File: config.mk
export PLATFORM = sky130hd
export DESIGN_NAME = bin_mul_issue_ctrl
export DESIGN_NICKNAME = d
export VERILOG_FILES = /design/src/rtl/bin_mul_pkg.sv /design/src/rtl/bin_mul_lat_cnt.sv /design/src/rtl/bin_mul_issue_ctrl.sv
export SDC_FILE = /design/constraint.sdc
export NUM_CORES = 1
export LEC_CHECK = 0
export CELL_PAD_IN_SITES_DETAIL_PLACEMENT = 2
export CELL_PAD_IN_SITES_GLOBAL_PLACEMENT = 2
export CORE_MARGIN = 1.5
export CORE_UTILIZATION = 27
export CTS_BUF_LIST = sky130_fd_sc_hd__clkbuf_8
export CTS_CLUSTER_DIAMETER = 40
export DETAILED_ROUTE_END_ITERATION = 10
export GPL_TIMING_DRIVEN = 1
export PLACE_DENSITY = 0.78
export SLEW_MARGIN = 20
export SYNTH_ARGS = -nofsm -noshare
export SYNTH_HDL_FRONTEND = slang
export SYNTH_SLANG_ARGS = --single-unit
export TNS_END_PERCENT = 50
File: constraint.sdc
create_clock -name clk -period 1.5 [get_ports clk]
set_input_delay 0.3 -clock clk [delete_from_list [all_inputs] [get_ports clk]]
set_output_delay 0.3 -clock clk [all_outputs]
set_load 0.005 [all_outputs]
File: src/rtl/bin_mul_pkg.sv
// Shared definitions for the multiplier issue stage: FSM encoding,
// default core latency and the product-width helper.
package bin_mul_pkg;

    typedef enum logic [1:0] {
        ST_IDLE = 2'd0,
        ST_HOLD = 2'd1,
        ST_DONE = 2'd2
    } state_t;

    localparam int LAT_DEF = 4;

    // Signed W x W product needs 2*W-1 bits except for MIN*MIN.
    function automatic int pw_of(input int w);
        return 2 * w - 1;
    endfunction

endpackage

File: src/rtl/bin_mul_lat_cnt.sv
// Clearable up-counter that tracks how long operands have been held on
// the core; term flags that the core pipeline has fully settled.
module bin_mul_lat_cnt #(
    parameter int LAT  = 4,
    parameter int CW   = $clog2(LAT + 1)
) (
    input  logic clk,
    input  logic rst_n,
    input  logic clr,
    input  logic en,
    output logic term
);

    logic [CW-1:0] cnt;

    assign term = (cnt == CW'(LAT));

    // Clear on accept, count while holding; stop at LAT so it never wraps.
    always_ff @(posedge clk or negedge rst_n) begin
        if (!rst_n)
            cnt <= '0;
        else if (clr)
            cnt <= '0;
        else if (en && !term)
            cnt <= cnt + CW'(1);
    end

endmodule

File: src/rtl/bin_mul_issue_ctrl.sv
// Operand issue / result capture stage in front of the pipelined signed
// array multiplier. Holds one operand pair stable on the core for the
// whole pipeline depth, then captures and returns the product.
module bin_mul_issue_ctrl
    import bin_mul_pkg::*;
#(
    parameter int W     = 3,
    parameter int PW    = pw_of(W),
    parameter int LAT   = LAT_DEF,
    parameter int CNT_W = 8
) (
    input  logic             clk,
    input  logic             rst_n,
    input  logic             in_valid,
    output logic             in_ready,
    input  logic [W-1:0]     in_a,
    input  logic [W-1:0]     in_b,
    output logic [W-1:0]     mul_a,
    output logic [W-1:0]     mul_b,
    output logic             mul_en,
    input  logic [PW-1:0]    mul_p,
    output logic             out_valid,
    input  logic             out_ready,
    output logic [PW-1:0]    out_p,
    output logic             out_ovf,
    output logic [CNT_W-1:0] op_count
);

    // Most negative operand; MIN*MIN is the only product that does not fit in PW bits.
    localparam logic [W-1:0] MIN = {1'b1, {(W-1){1'b0}}};

    state_t state, state_nxt;
    logic   accept, capture, retire, lat_done, ovf_r;

    bin_mul_lat_cnt #(.LAT(LAT)) u_lat_cnt (
        .clk   (clk),
        .rst_n (rst_n),
        .clr   (accept),
        .en    (state == ST_HOLD),
        .term  (lat_done)
    );

    // Handshake qualifiers and next-state decode; DONE can retire and accept in one edge.
    always_comb begin
        state_nxt = state;
        in_ready  = (state == ST_IDLE) || ((state == ST_DONE) && out_ready);
        mul_en    = (state == ST_HOLD);
        accept    = in_valid && in_ready;
        capture   = (state == ST_HOLD) && lat_done;
        retire    = (state == ST_DONE) && out_ready;
        case (state)
            ST_IDLE: if (in_valid)  state_nxt = ST_HOLD;
            ST_HOLD: if (lat_done)  state_nxt = ST_DONE;
            ST_DONE: if (out_ready) state_nxt = in_valid ? ST_HOLD : ST_IDLE;
            default:                state_nxt = ST_IDLE;
        endcase
    end

    // State register.
    always_ff @(posedge clk or negedge rst_n) begin
        if (!rst_n)
            state <= ST_IDLE;
        else
            state <= state_nxt;
    end

    // Operand latch on accept, result capture once the core has settled, result retire.
    always_ff @(posedge clk or negedge rst_n) begin
        if (!rst_n) begin
            mul_a     <= '0;
            mul_b     <= '0;
            ovf_r     <= 1'b0;
            out_p     <= '0;
            out_ovf   <= 1'b0;
            out_valid <= 1'b0;
        end else begin
            if (accept) begin
                mul_a <= in_a;
                mul_b <= in_b;
                ovf_r <= (in_a == MIN) && (in_b == MIN);
            end
            if (capture) begin
                out_p     <= mul_p;
                out_ovf   <= ovf_r;
                out_valid <= 1'b1;
            end else if (retire) begin
                out_valid <= 1'b0;
            end
        end
    end

    // Completed-handshake counter, saturating at all ones.
    always_ff @(posedge clk or negedge rst_n) begin
        if (!rst_n)
            op_count <= '0;
        else if (retire && (op_count != {CNT_W{1'b1}}))
            op_count <= op_count + CNT_W'(1);
    end

endmodule

==> results of run 1 <==
## cell families (layout without fill, tap and decap cells)
group	count (synthesis)	after routing
xor gates and xnor gates	3	3
buffers and inverters	7	69
AOI/OAI and AO/OA	11	11
adders and majority gates	3	3
and+or+nand+nor	33	33
DFF	27	27
muxes	16	16
## worst max path at each step
stage,startpoint,slack [ps],to
2_1_floorplan,op_count[0],60,op_count[1]
6_report,out_valid,50,out_valid
3_5_place_dp,out_ready,-490,in_ready
4_1_cts,op_count[4],20,op_count[4]
5_1_grt,op_count[4],-5,op_count[1]
3_3_place_gp,out_ready,-320,in_ready
## cells in the final DEF (no fill, tap or decap), drive strengths merged, types with 2 or more instances in the layout
cell type	instances
clkbuf	3
nand2	10
and3	2
nand3	6
buf	24
and4	3
dlymetal6s2s	6
mux2	15
ha	3
a21oi	7
clkdlybuf4s50	25
nor2	5
dfrtp	27
inv	6
o21ai	2
xnor2	2
dlygate4sd2	5
## per-layer routing
metal | vias to the layer above | global-route usage | share of wire
met2 | 28 | 0.2959 | 0.57
met5 | - | 0 | 0
met1 | 511 | 0.1719 | 0.38
li1 | 471 | - | -
met3 | 4 | 0.02907 | 0.038
met4 | 0 | 0.03846 | 0.0095
## repair_timing
item,in CTS,in global routing
pin swaps,1,2
setup buffers,9,1
resized for setup,16,12
cloned,0,0
setup endpoints to repair,19,15
## state kept, by name, summed over array words and instances, names as in the netlist
signal	count
mul_b	3
op_count	8
ovf_r	1
out_p	5
u_lat_cnt.cnt	3
out_valid	1
out_ovf	1
mul_a	3
state	2
## power breakdown
group | switching, mW | internal [mW] | total [mW]
Clock | 0.220 | 0.184 | 0.403
Sequential | 0.141 | 0.971 | 1.11
Combinational | 0.494 | 0.764 | 1.26
Total | 0.855 | 1.92 | 2.77
## per-stage QoR
stage	setup WS (ps)	instance area (um2)
after floorplan	64.37	1200
after global placement	-322.4	1717
after detailed placement	-485.3	1717
after CTS	20.51	1839
after global routing	-5.425	1891
final	49.64	1891
## final cells by class
cell class / instances / area, um2
clock inverters: 1 / 3.754
clock buffers: 3 / 41.29
inverters: 5 / 18.77
fillers: 453 / 2434
flip-flops and latches: 27 / 679.4
repair buffers: 60 / 546.8
well taps: 52 / 65.06
multi-input cells: 66 / 535.5
==> Flow_metrics.wiki, run 1 <==
{| class="wikitable"
! Metric !! Value
|-
| Number of buffer and inverter stages on the critical path || 1
|-
| Number of nets in the synthesized netlist || 118
|-
| Maximum vdd ir drop || 0.6226 mV
|-
| PwrDens || 1467 nW/um2
|-
| Dpl cells || 200
|-
| Multiplexer fraction of the synthesized cell area || 0.1491
|-
| Initial DRT Pass Iterations || 3
|-
| Routed vias || 1014
|-
| Cells on worst reg2reg path || 5
|-
| Clock transition at the registers of the reported paths || 90 ps
|-
| Num Clock Sinks || 27
|-
| Pin count of the biggest net entering global routing || 28
|-
| Violation count after the first detailed-route iteration || 50
|-
| Worst Hold Class || in2async
|-
| Combinational family with the most area after synthesis || simple AND/OR/NAND/NOR gates
|-
| Initial core utilization || 0.2775
|-
| Total Power Consumption || 2.774 mW
|-
| Worst-case clock skew || 7.723 ps
|-
| Number of max-cap violations || 0
|-
| # DRC || 0
|-
| Top Ports || 38
|-
| First-pass GRT wire length || 5947 um
|-
| Number of antenna violations at the first check in global routing || 0
|-
| Commonest cells in the netlist || dfrtp_1, mux2_2, nand2_1
|-
| Static Leakage || 0.9433 nW
|-
| Worst reg2reg path endpoint || op_count[6]
|-
| Fraction of layout cells with a size suffix above 1 || 0.3333
|-
| All-Layer GR Usage || 0.1535
|-
| Hold buffer count at cts || 0
|-
| Required time at the worst-slack endpoint || 1200 ps
|-
| Buffers on Ports || 37
|-
| Cell depth of the worst setup path || 1
|-
| Count of antenna diodes in the layout || 0
|-
| Final clock period utilization by the worst path || 0.9669
|-
| Final count of hold timing violations || 0
|-
| Gate count of the mapped netlist || 100
|-
| Final non-filler cell total || 214
|-
| Setup TNS Final || 0 ps
|-
| Mean area per synthesized cell || 12.00 um2
|-
| Flip-flop and latch count after synthesis || 27
|-
| Post-synth top area cell || dfrtp_1
|-
| WL/cell || 15.20 um
|-
| Post-synthesis simple-gate area fraction || 0.1533
|-
| CP arrival || 1150 ps
|-
| Max transition margin || 0.7576
|-
| Slowest-stage cell, CP || clkdlybuf4s50_1
|-
| Primary FF master, synth || dfrtp_1
|-
| Synth Area in Adders || 0.03128
|-
| Post-layout utilization of the core || 0.4372
|-
| Start-to-end type of the worst setup path || reg2out
|-
| Reg2Reg Launch Point || state[1]
|-
| CP Max Fanout || 2
|-
| Setup slack on the worst flop-to-flop path || 70 ps
|-
| Cell Chain, Critical Path || clkdlybuf4s50_1
|-
| Cell family contributing the most delay on the critical path || buffers and inverters
|-
| Clock buffers created by TritonCTS || 3
|-
| Most frequently used cell type in the post-synthesis netlist || dfrtp_1
|-
| Maximum buffer depth of the clock tree || 2
|-
| CTS Root Buffer Type || clkbuf_8
|-
| Via density per instance || 4.738
|-
| HPWL after DPL || 2524 um
|-
| Run status || completed
|-
| Leading post-synthesis cells by cell area || dfrtp_1, mux2_2, ha_1
|-
| Launching element type of the critical path || flop
|-
| Floorplan die height || 69.67 um
|-
| Clock tree from TritonCTS || yes
|-
| CP peak stage delay || 510 ps
|-
| CP endpoint kind || primary output
|-
| Clock latency reported for the late side of the worst-skew pair || 270 ps
|-
| Weighted congestion at the end of routability-driven global placement || 0.7338
|-
| Max-slew violation count || 0
|-
| Tightest hold margin || 412.2 ps
|-
| Net count of the finished layout || 181
|-
| Parity-gate share of the synthesized area counting xor and xnor cells || 0.02190
|-
| Via count of the first global-routing pass || 1255
|-
| Async SR Flop Fraction || 1.000
|-
| Wirelength, routed || 3252 um
|-
| Overflow after GRT || 0
|-
| Synth cell types || 28
|-
| EDFF count, synth || 0
|-
| Netlist area before placement || 1200 um2
|-
| Post-route ant nets || 0
|-
| Final setup violation count || 0
|-
| Synth-to-layout area growth || 57.56%
|-
| Die Outline Area || 4853 um2
|-
| Period minus WS final || 1450 ps
|-
| Die Width || 69.67 um
|-
| Placeable Area || 4324 um2
|-
| Top achievable clock speed || 689.5 MHz
|-
| Area share of the leading cell type in the synthesized netlist || 0.5631
|-
| Worst Tran Pin Value || 363.6 ps
|-
| CTS H-tree depth || 1
|-
| Yosys warns || 0
|-
| Part of the Yosys area used for sequential elements || 0.5631
|-
| Row count || 24
|-
| Share of the synthesized area in compound gates (AO/OA/AOI/OAI) || 0.05214
|}
Power figures use the tool's default switching activity.
==> run 2, diff against run 1 <==
Settings changed: HOLD_SLACK_MARGIN from default to 0.15, SLEW_MARGIN 20 to default.
Clock period 1.5 ns to 1.2 ns, I/O delays scaled along.
==> Flow_metrics.wiki, run 2 (same netlist as run 1, synthesis figures left out) <==
{| class="wikitable"
! Metric !! Value
|-
| Routed vias || 1081 (was 1014)
|-
| Most common library cell in the layout ignoring fill and taps || dfrtp_1 (was clkdlybuf4s50_1)
|-
| First-pass GRT wire length || 6589 um (was 5947 um)
|-
| All-Layer GR Usage || 0.1752 (was 0.1535)
|-
| Max transition margin || 0.8644 (was 0.7576)
|-
| Largest register by flop count || op_count (unchanged)
|-
| Clock buffers created by TritonCTS || 3 (unchanged)
|-
| Pin count of the biggest net entering global routing || 28 (unchanged)
|-
| Worst slack at placement || -559.5 ps (was -485.3 ps)
|-
| Count of antenna diodes in the layout || 0 (unchanged)
|-
| Via density per instance || 4.804 (was 4.738)
|-
| Leading registers by flop count || op_count: 8 flops, out_p: 5 flops (unchanged)
|-
| CP peak stage delay || 410 ps (was 510 ps)
|-
| Initial core utilization || 0.2775 (unchanged)
|-
| Unrepaired setup endpoints after global routing || true
|-
| Final count of hold timing violations || 0 (unchanged)
|-
| Cell Chain, Critical Path || buf_6 -> and3b_2 -> buf_6 -> nand4_1 -> mux2_4 (was clkdlybuf4s50_1)
|-
| Max-slew violation count || 0 (unchanged)
|-
| Top Ports || 38 (unchanged)
|-
| Commonest cells after routing, fill and taps aside || dfrtp_1, buf_4, clkdlybuf4s15_1, buf_6, clkdlybuf4s50_1 (was clkdlybuf4s50_1, dfrtp_1, buf_4)
|-
| Number of antenna violations at the first check in global routing || 0 (unchanged)
|-
| Worst Hold Class || in2async (unchanged)
|-
| Clock transition at the registers of the reported paths || 100 ps (was 90 ps)
|-
| Total Power Consumption || 3.931 mW (was 2.774 mW)
|-
| Synth-to-layout area growth || 75.91% (was 57.56%)
|-
| Final non-filler cell total || 225 (was 214)
|-
| Sequential cell area || 675.6 um2 (was 679.4 um2)
|-
| Setup TNS Final || -3447 ps (was 0 ps)
|-
| Floorplan die height || 69.67 um (unchanged)
|-
| CP endpoint kind || flop (was primary output)
|-
| Setup slack on the worst flop-to-flop path || -210 ps (was 70 ps)
|-
| Maximum buffer depth of the clock tree || 2 (unchanged)
|-
| Cell type with the highest occurrence count on the critical path || buf_6
|-
| Slowest-stage cell, CP || dfrtp_1 (was clkdlybuf4s50_1)
|-
| Wirelength, routed || 4194 um (was 3252 um)
|-
| Post-route design area || 2111 um2 (was 1891 um2)
|-
| CTS Root Buffer Type || clkbuf_8 (unchanged)
|-
| CP Max Fanout || 3 (was 2)
|-
| Die Outline Area || 4853 um2 (unchanged)
|-
| CTS H-tree depth || 1 (unchanged)
|-
| Static Leakage || 1.005 nW (was 0.9433 nW)
|-
| Busiest grt layer || met2 (unchanged)
|-
| Number of fillers in the final layout || 433 (was 453)
|-
| Cell family contributing the most delay on the critical path || flip-flops (was buffers and inverters)
|-
| M1 GR Usage || 0.1967 (was 0.1719)
|-
| Period minus WS final || 1409 ps
|-
| Worst Tran Pin Value || 197.7 ps (was 363.6 ps)
|-
| Met2 usage || 0.3312 (was 0.2959)
|-
| Net count of the finished layout || 192 (was 181)
|-
| Start-to-end type of the worst setup path || reg2reg (was reg2out)
|-
| Number of max-cap violations || 0 (unchanged)
|-
| Initial DRT Pass Iterations || 3 (unchanged)
|-
| Final setup violation count || 30 (was 0)
|-
| Placeable Area || 4324 um2 (unchanged)
|-
| Number of flip-flops in the largest register || 8 (unchanged)
|-
| Row count || 24 (unchanged)
|-
| Final clock period utilization by the worst path || 1.174
|-
| Met3 Track Usage GR || 0.03343 (was 0.02907)
|-
| PwrDens || 1862 nW/um2 (was 1467 nW/um2)
|-
| Clock tree from TritonCTS || yes (unchanged)
|-
| Final worst-path setup slack || -208.8 ps (was 49.64 ps)
|-
| Post-DP Area || 1800 um2 (was 1717 um2)
|-
| Fraction of layout cells with a size suffix above 1 || 0.4566 (was 0.3333)
|-
| Worst-case clock skew || 9.051 ps (was 7.723 ps)
|-
| Dpl cells || 205 (was 200)
|-
| Die Width || 69.67 um (unchanged)
|-
| Violation count after the first detailed-route iteration || 17 (was 50)
|-
| Clock latency reported for the late side of the worst-skew pair || 280 ps (was 270 ps)
|-
| Post-route ant nets || 0 (unchanged)
|-
| Violations in the final reports || negative setup slack
|-
| HPWL after DPL || 2659 um (was 2524 um)
|-
| Launching element type of the critical path || flop (unchanged)
|-
| Run status || finished, violations left (was completed)
|-
| Via count of the first global-routing pass || 1246 (was 1255)
|-
| Maximum vdd ir drop || 0.8656 mV (was 0.6226 mV)
|-
| Overflow after GRT || 0 (unchanged)
|-
| Weighted congestion at the end of routability-driven global placement || 0.7611 (was 0.7338)
|-
| Num Clock Sinks || 27 (unchanged)
|-
| CP arrival || 1580 ps (was 1150 ps)
|-
| Required time at the worst-slack endpoint || 1370 ps (was 1200 ps)
|-
| WL/cell || 18.64 um (was 15.20 um)
|-
| Area used by multi-input combinational logic || 635.6 um2 (was 535.5 um2)
|-
| Buffers on Ports || 37 (unchanged)
|-
| Top achievable clock speed || 709.8 MHz
|-
| # DRC || 0 (unchanged)
|-
| Number of buffer and inverter stages on the critical path || 2 (was 1)
|}
[run 2: final timing paths]
check | startpoint | endpoint | depth (start not counted)
setup / recovery | state[1] | op_count[6] | 5
hold / removal | rst_n | op_count[1] | 2
setup reg to reg | state[1] | op_count[6] | 5
hold reg to reg | out_p[0] | out_p[0] | 1
max in group asynchronous | rst_n | out_p[4] | 2
min in group clk | out_ready | state[1] | 2
[run 2: repair_timing]
| item | 4_1_cts | 5_1_grt |
|---|---|---|
| endpoints found under the setup margin | 49 | 47 |
| hold buffers | 0 | 0 |
| pin swaps | 9 | 5 |
| gates resized for setup | 67 | 26 |
| setup buffers | 14 | 3 |
[run 2: layer usage]
metal  up-vias  part of all wire
met5         -                 0
met4         0             0.016
met3         7             0.040
met2        32              0.55
met1       550              0.39
li1        492                 -
[run 2: area by class of cell]
| cell class | instances | share of cell area |
|---|---|---|
| tap | 52 | 0.03082 |
| clock inverter | 1 | 0.001778 |
| clock buffer | 3 | 0.01956 |
| timing repair buffer | 71 | 0.3177 |
| multi-input combinational | 66 | 0.3011 |
| inverter | 5 | 0.008892 |
| sequential | 27 | 0.3201 |
[run 2: power breakdown]
group	internal (mW)	switching, mW	total (mW)
sequential	1.21	0.192	1.41
combinational	1.20	0.784	1.99
clock	0.231	0.308	0.539
[run 2: metrics by stage]
stage               utilization  hold WS, ps
floorplan                     -       -55.59
global placement         0.4164        489.2
detailed placement       0.4164        496.7
CTS                      0.4716        316.5
global route             0.4881        321.2
finish                   0.4881        302.1
==> run 3, diff against run 2 <==
Settings changed: ABC_AREA from default to 1, CORE_UTILIZATION 27 to 24, CTS_BUF_LIST sky130_fd_sc_hd__clkbuf_8 to sky130_fd_sc_hd__clkbuf_2 sky130_fd_sc_hd__clkbuf_4 sky130_fd_sc_hd__clkbuf_8, PLACE_DENSITY 0.78 to 0.77, TNS_END_PERCENT 50 to 30.
==> Flow_metrics.wiki, run 3 <==
{| class="wikitable"
! Metric !! Value
|-
| Run status || finished, violations left (unchanged)
|-
| Violations in the final reports || negative setup slack (unchanged)
|-
| Met3 Track Usage GR || 0.02169 (was 0.03343)
|-
| PwrDens || 1876 nW/um2 (was 1862 nW/um2)
|-
| Leading post-synthesis cells by cell area || dfrtp_1, nand2_1, nand3_1 (was dfrtp_1, mux2_2, ha_1)
|-
| HPWL after DPL || 2844 um (was 2659 um)
|-
| Part of the Yosys area used for sequential elements || 0.5294 (was 0.5631)
|-
| Clock latency reported for the late side of the worst-skew pair || 280 ps (about the same)
|-
| Area used by multi-input combinational logic || 580.6 um2 (was 635.6 um2)
|-
| Post-layout utilization of the core || 0.4091 (was 0.4881)
|-
| CTS H-tree depth || 1 (unchanged)
|-
| Number of max-cap violations || 0 (unchanged)
|-
| Final setup violation count || 19 (was 30)
|-
| Final worst-path setup slack || -167.0 ps (was -208.8 ps)
|-
| M1 GR Usage || 0.1696 (was 0.1967)
|-
| Placeable Area || 5107 um2 (was 4324 um2)
|-
| Net count of the finished layout || 248 (was 192)
|-
| Unrepaired setup endpoints after global routing || true (unchanged)
|-
| CP arrival || 1130 ps (was 1580 ps)
|-
| Number of nets in the synthesized netlist || 176 (was 118)
|-
| # DRC || 0 (unchanged)
|-
| Maximum vdd ir drop || 0.7299 mV (was 0.8656 mV)
|-
| Commonest cells in the netlist || nand2_1, dfrtp_1, inv_1 (was dfrtp_1, mux2_2, nand2_1)
|-
| Primary FF master, synth || dfrtp_1 (unchanged)
|-
| Via count of the first global-routing pass || 1450 (was 1246)
|-
| CP Max Fanout || 2 (was 3)
|-
| Row count || 26 (was 24)
|-
| Post-route design area || 2090 um2 (was 2111 um2)
|-
| Synth cell types || 18 (was 28)
|-
| Final count of hold timing violations || 0 (unchanged)
|-
| Period minus WS final || 1367 ps (was 1409 ps)
|-
| Leading registers by flop count || op_count: 8 flops, out_p: 5 flops (unchanged)
|-
| Largest register by flop count || op_count (unchanged)
|-
| Violation count after the first detailed-route iteration || 16 (was 17)
|-
| Flip-flop and latch count after synthesis || 27 (unchanged)
|-
| First-pass GRT wire length || 6920 um (was 6589 um)
|-
| Floorplan die height || 75.92 um (was 69.67 um)
|-
| Num Clock Sinks || 27 (unchanged)
|-
| Busiest grt layer || met2 (unchanged)
|-
| Relative contribution of sequential cells to total power || 0.357 (was 0.358)
|-
| Most frequently used cell type in the post-synthesis netlist || nand2_1 (was dfrtp_1)
|-
| Synth-to-layout area growth || 63.73% (was 75.91%)
|-
| Number of antenna violations at the first check in global routing || 0 (unchanged)
|-
| Worst-case clock skew || 6.434 ps (was 9.051 ps)
|-
| Clock transition at the registers of the reported paths || 100 ps (about the same)
|-
| Top achievable clock speed || 731.5 MHz (was 709.8 MHz)
|-
| Yosys warns || 0 (unchanged)
|-
| Buffers on Ports || 37 (unchanged)
|-
| Post-DP Area || 1877 um2 (was 1800 um2)
|-
| Max transition margin || 0.8726 (was 0.8644)
|-
| Overflow after GRT || 0 (unchanged)
|-
| Static Leakage || 1.072 nW (was 1.005 nW)
|-
| Clock tree from TritonCTS || yes (unchanged)
|-
| Total Power Consumption || 3.920 mW (was 3.931 mW)
|-
| Worst Hold Class || in2async (unchanged)
|-
| All-Layer GR Usage || 0.1501 (was 0.1752)
|-
| Post-synth top area cell || dfrtp_1 (unchanged)
|-
| Net Switching || 1.445 mW (was 1.284 mW)
|-
| Internal Power || 2.475 mW (was 2.647 mW)
|-
| Met2 usage || 0.2946 (was 0.3312)
|-
| Mean area per synthesized cell || 8.077 um2 (was 12.00 um2)
|-
| Max-slew violation count || 0 (unchanged)
|-
| Routed vias || 1276 (was 1081)
|-
| Netlist area before placement || 1276 um2 (was 1200 um2)
|-
| Clk network pwr share || 0.140 (was 0.137)
|-
| CP endpoint kind || primary output (was flop)
|-
| Maximum buffer depth of the clock tree || 2 (unchanged)
|-
| Launching element type of the critical path || flop (unchanged)
|-
| EDFF count, synth || 0 (unchanged)
|-
| Initial DRT Pass Iterations || 3 (unchanged)
|-
| Area share of the leading cell type in the synthesized netlist || 0.5294 (was 0.5631)
|-
| Wirelength, routed || 4052 um (was 4194 um)
|-
| Commonest cells after routing, fill and taps aside || nand2_1, dfrtp_1, buf_4 (was dfrtp_1, buf_4, clkdlybuf4s15_1, buf_6, clkdlybuf4s50_1)
|-
| Clock buffers created by TritonCTS || 3 (unchanged)
|-
| Sequential cell area || 675.6 um2 (unchanged)
|-
| Most common library cell in the layout ignoring fill and taps || nand2_1 (was dfrtp_1)
|-
| Worst Tran Pin Value || 190.3 ps (was 197.7 ps)
|-
| CTS Root Buffer Type || clkbuf_8 (unchanged)
|-
| Required time at the worst-slack endpoint || 960 ps (was 1370 ps)
|-
| Number of fillers in the final layout || 583 (was 433)
|-
| Count of antenna diodes in the layout || 0 (unchanged)
|-
| Setup TNS Final || -1278 ps (was -3447 ps)
|-
| Post-route ant nets || 0 (unchanged)
|-
| Weighted congestion at the end of routability-driven global placement || 0.7202 (was 0.7611)
|-
| Initial core utilization || 0.2499 (was 0.2775)
|-
| Gate count of the mapped netlist || 158 (was 100)
|-
| WL/cell || 13.55 um (was 18.64 um)
|-
| Die Outline Area || 5764 um2 (was 4853 um2)
|-
| Via density per instance || 4.268 (was 4.804)
|-
| Proportion of total power due to net switching || 0.3686 (was 0.3266)
|-
| Fraction of layout cells with a size suffix above 1 || 0.2882 (was 0.4566)
|-
| Top Ports || 38 (unchanged)
|-
| Final clock period utilization by the worst path || 1.139 (was 1.174)
|-
| Number of flip-flops in the largest register || 8 (unchanged)
|-
| Die Width || 75.92 um (was 69.67 um)
|-
| Gate power share || 0.503 (was 0.505)
|-
| Start-to-end type of the worst setup path || reg2out (was reg2reg)
|-
| Pin count of the biggest net entering global routing || 28 (unchanged)
|-
| Async SR Flop Fraction || 1.000 (unchanged)
|}
[run 3: cell count changes after synthesis, moves of 4 or more]
cell,change
nand2_2,+4
nor2_1,+4
nand2_1,+55
o21ai_0,+5
inv_1,+11
a21oi_1,-6
mux2_2,-15
nand3_1,+7
[run 3: timing repair]
action / CTS / global route
resized for setup: 47 / 34
buffers inserted: 9 / 4
cloned: 0 / 0
hold buffers: 0 / 0
pin swaps: 0 / 4
endpoints found under the setup margin: 46 / 45
[run 3: worst max-delay path: stages (launching register included)]
cell	delay (ps)
dfrtp_1	410
buf_6	130
nand2_4	50
inv_2	30
nor2_2	100
buf_2	120
[run 3: metal layers]
metal / wire [um] / vias up / share of wire
met3: 134 / 4 / 0.033
met4: 28 / 0 / 0.0069
met5: 0 / - / 0
met1: 1677 / 618 / 0.41
li1: - / 623 / -
met2: 2212 / 31 / 0.55
[run 3: area by class of cell]
class	count	area share
clock buffers	3	0.01976
clock inverters	1	0.002395
inverters	20	0.03952
multi-input cells	110	0.2778
flip-flops and latches	27	0.3234
well taps	70	0.04192
repair buffers	68	0.2952
[run 3: power by group through the flow]
stage / logic (mW) / registers, mW / clock network, mW
floorplan: 0.633 / 1.41 / 0
global placement: 1.60 / 1.41 / 0
detailed placement: 1.67 / 1.42 / 0
CTS: 1.68 / 1.38 / 0.563
global route: 2.21 / 1.45 / 0.598
finish: 1.97 / 1.40 / 0.548
[run 3: stage by stage]
step | hold WS, ps | setup WS, ps | instances
6_report | 318.7 | -167.0 | 299
3_3_place_gp | 461.3 | -603.7 | 282
4_1_cts | 327.4 | -183.9 | 295
3_5_place_dp | 465.1 | -587.5 | 282
2_1_floorplan | -55.59 | 32.82 | 158
5_1_grt | 321.1 | -236.4 | 299
[run 3: cell families (layout without fill, tap and decap cells)]
logic type                 after synthesis  count (layout)  synth area share
and+or+nand+nor                         95              95            0.3235
DFF                                     27              27            0.5294
buffers and inverters                   21              92           0.06471
AOI/OAI and AO/OA                       10              10           0.03921
adders and majority gates                3               3           0.02941
xor gates and xnor gates                 2               2           0.01373
[run 3: worst paths after layout]
kind / startpoint / end / slack, ps / cells after the start
hold reg to reg: out_p[3] / out_p[3] / 480 / 2
hold / removal: rst_n / op_count[6] / 320 / 2
setup reg to reg: state[0] / op_count[6] / -100 / 7
min in group clk: out_p[3] / out_p[3] / 480 / 2
setup / recovery: state[1] / in_ready / -170 / 5
max in group asynchronous: rst_n / out_p[3] / 720 / 2
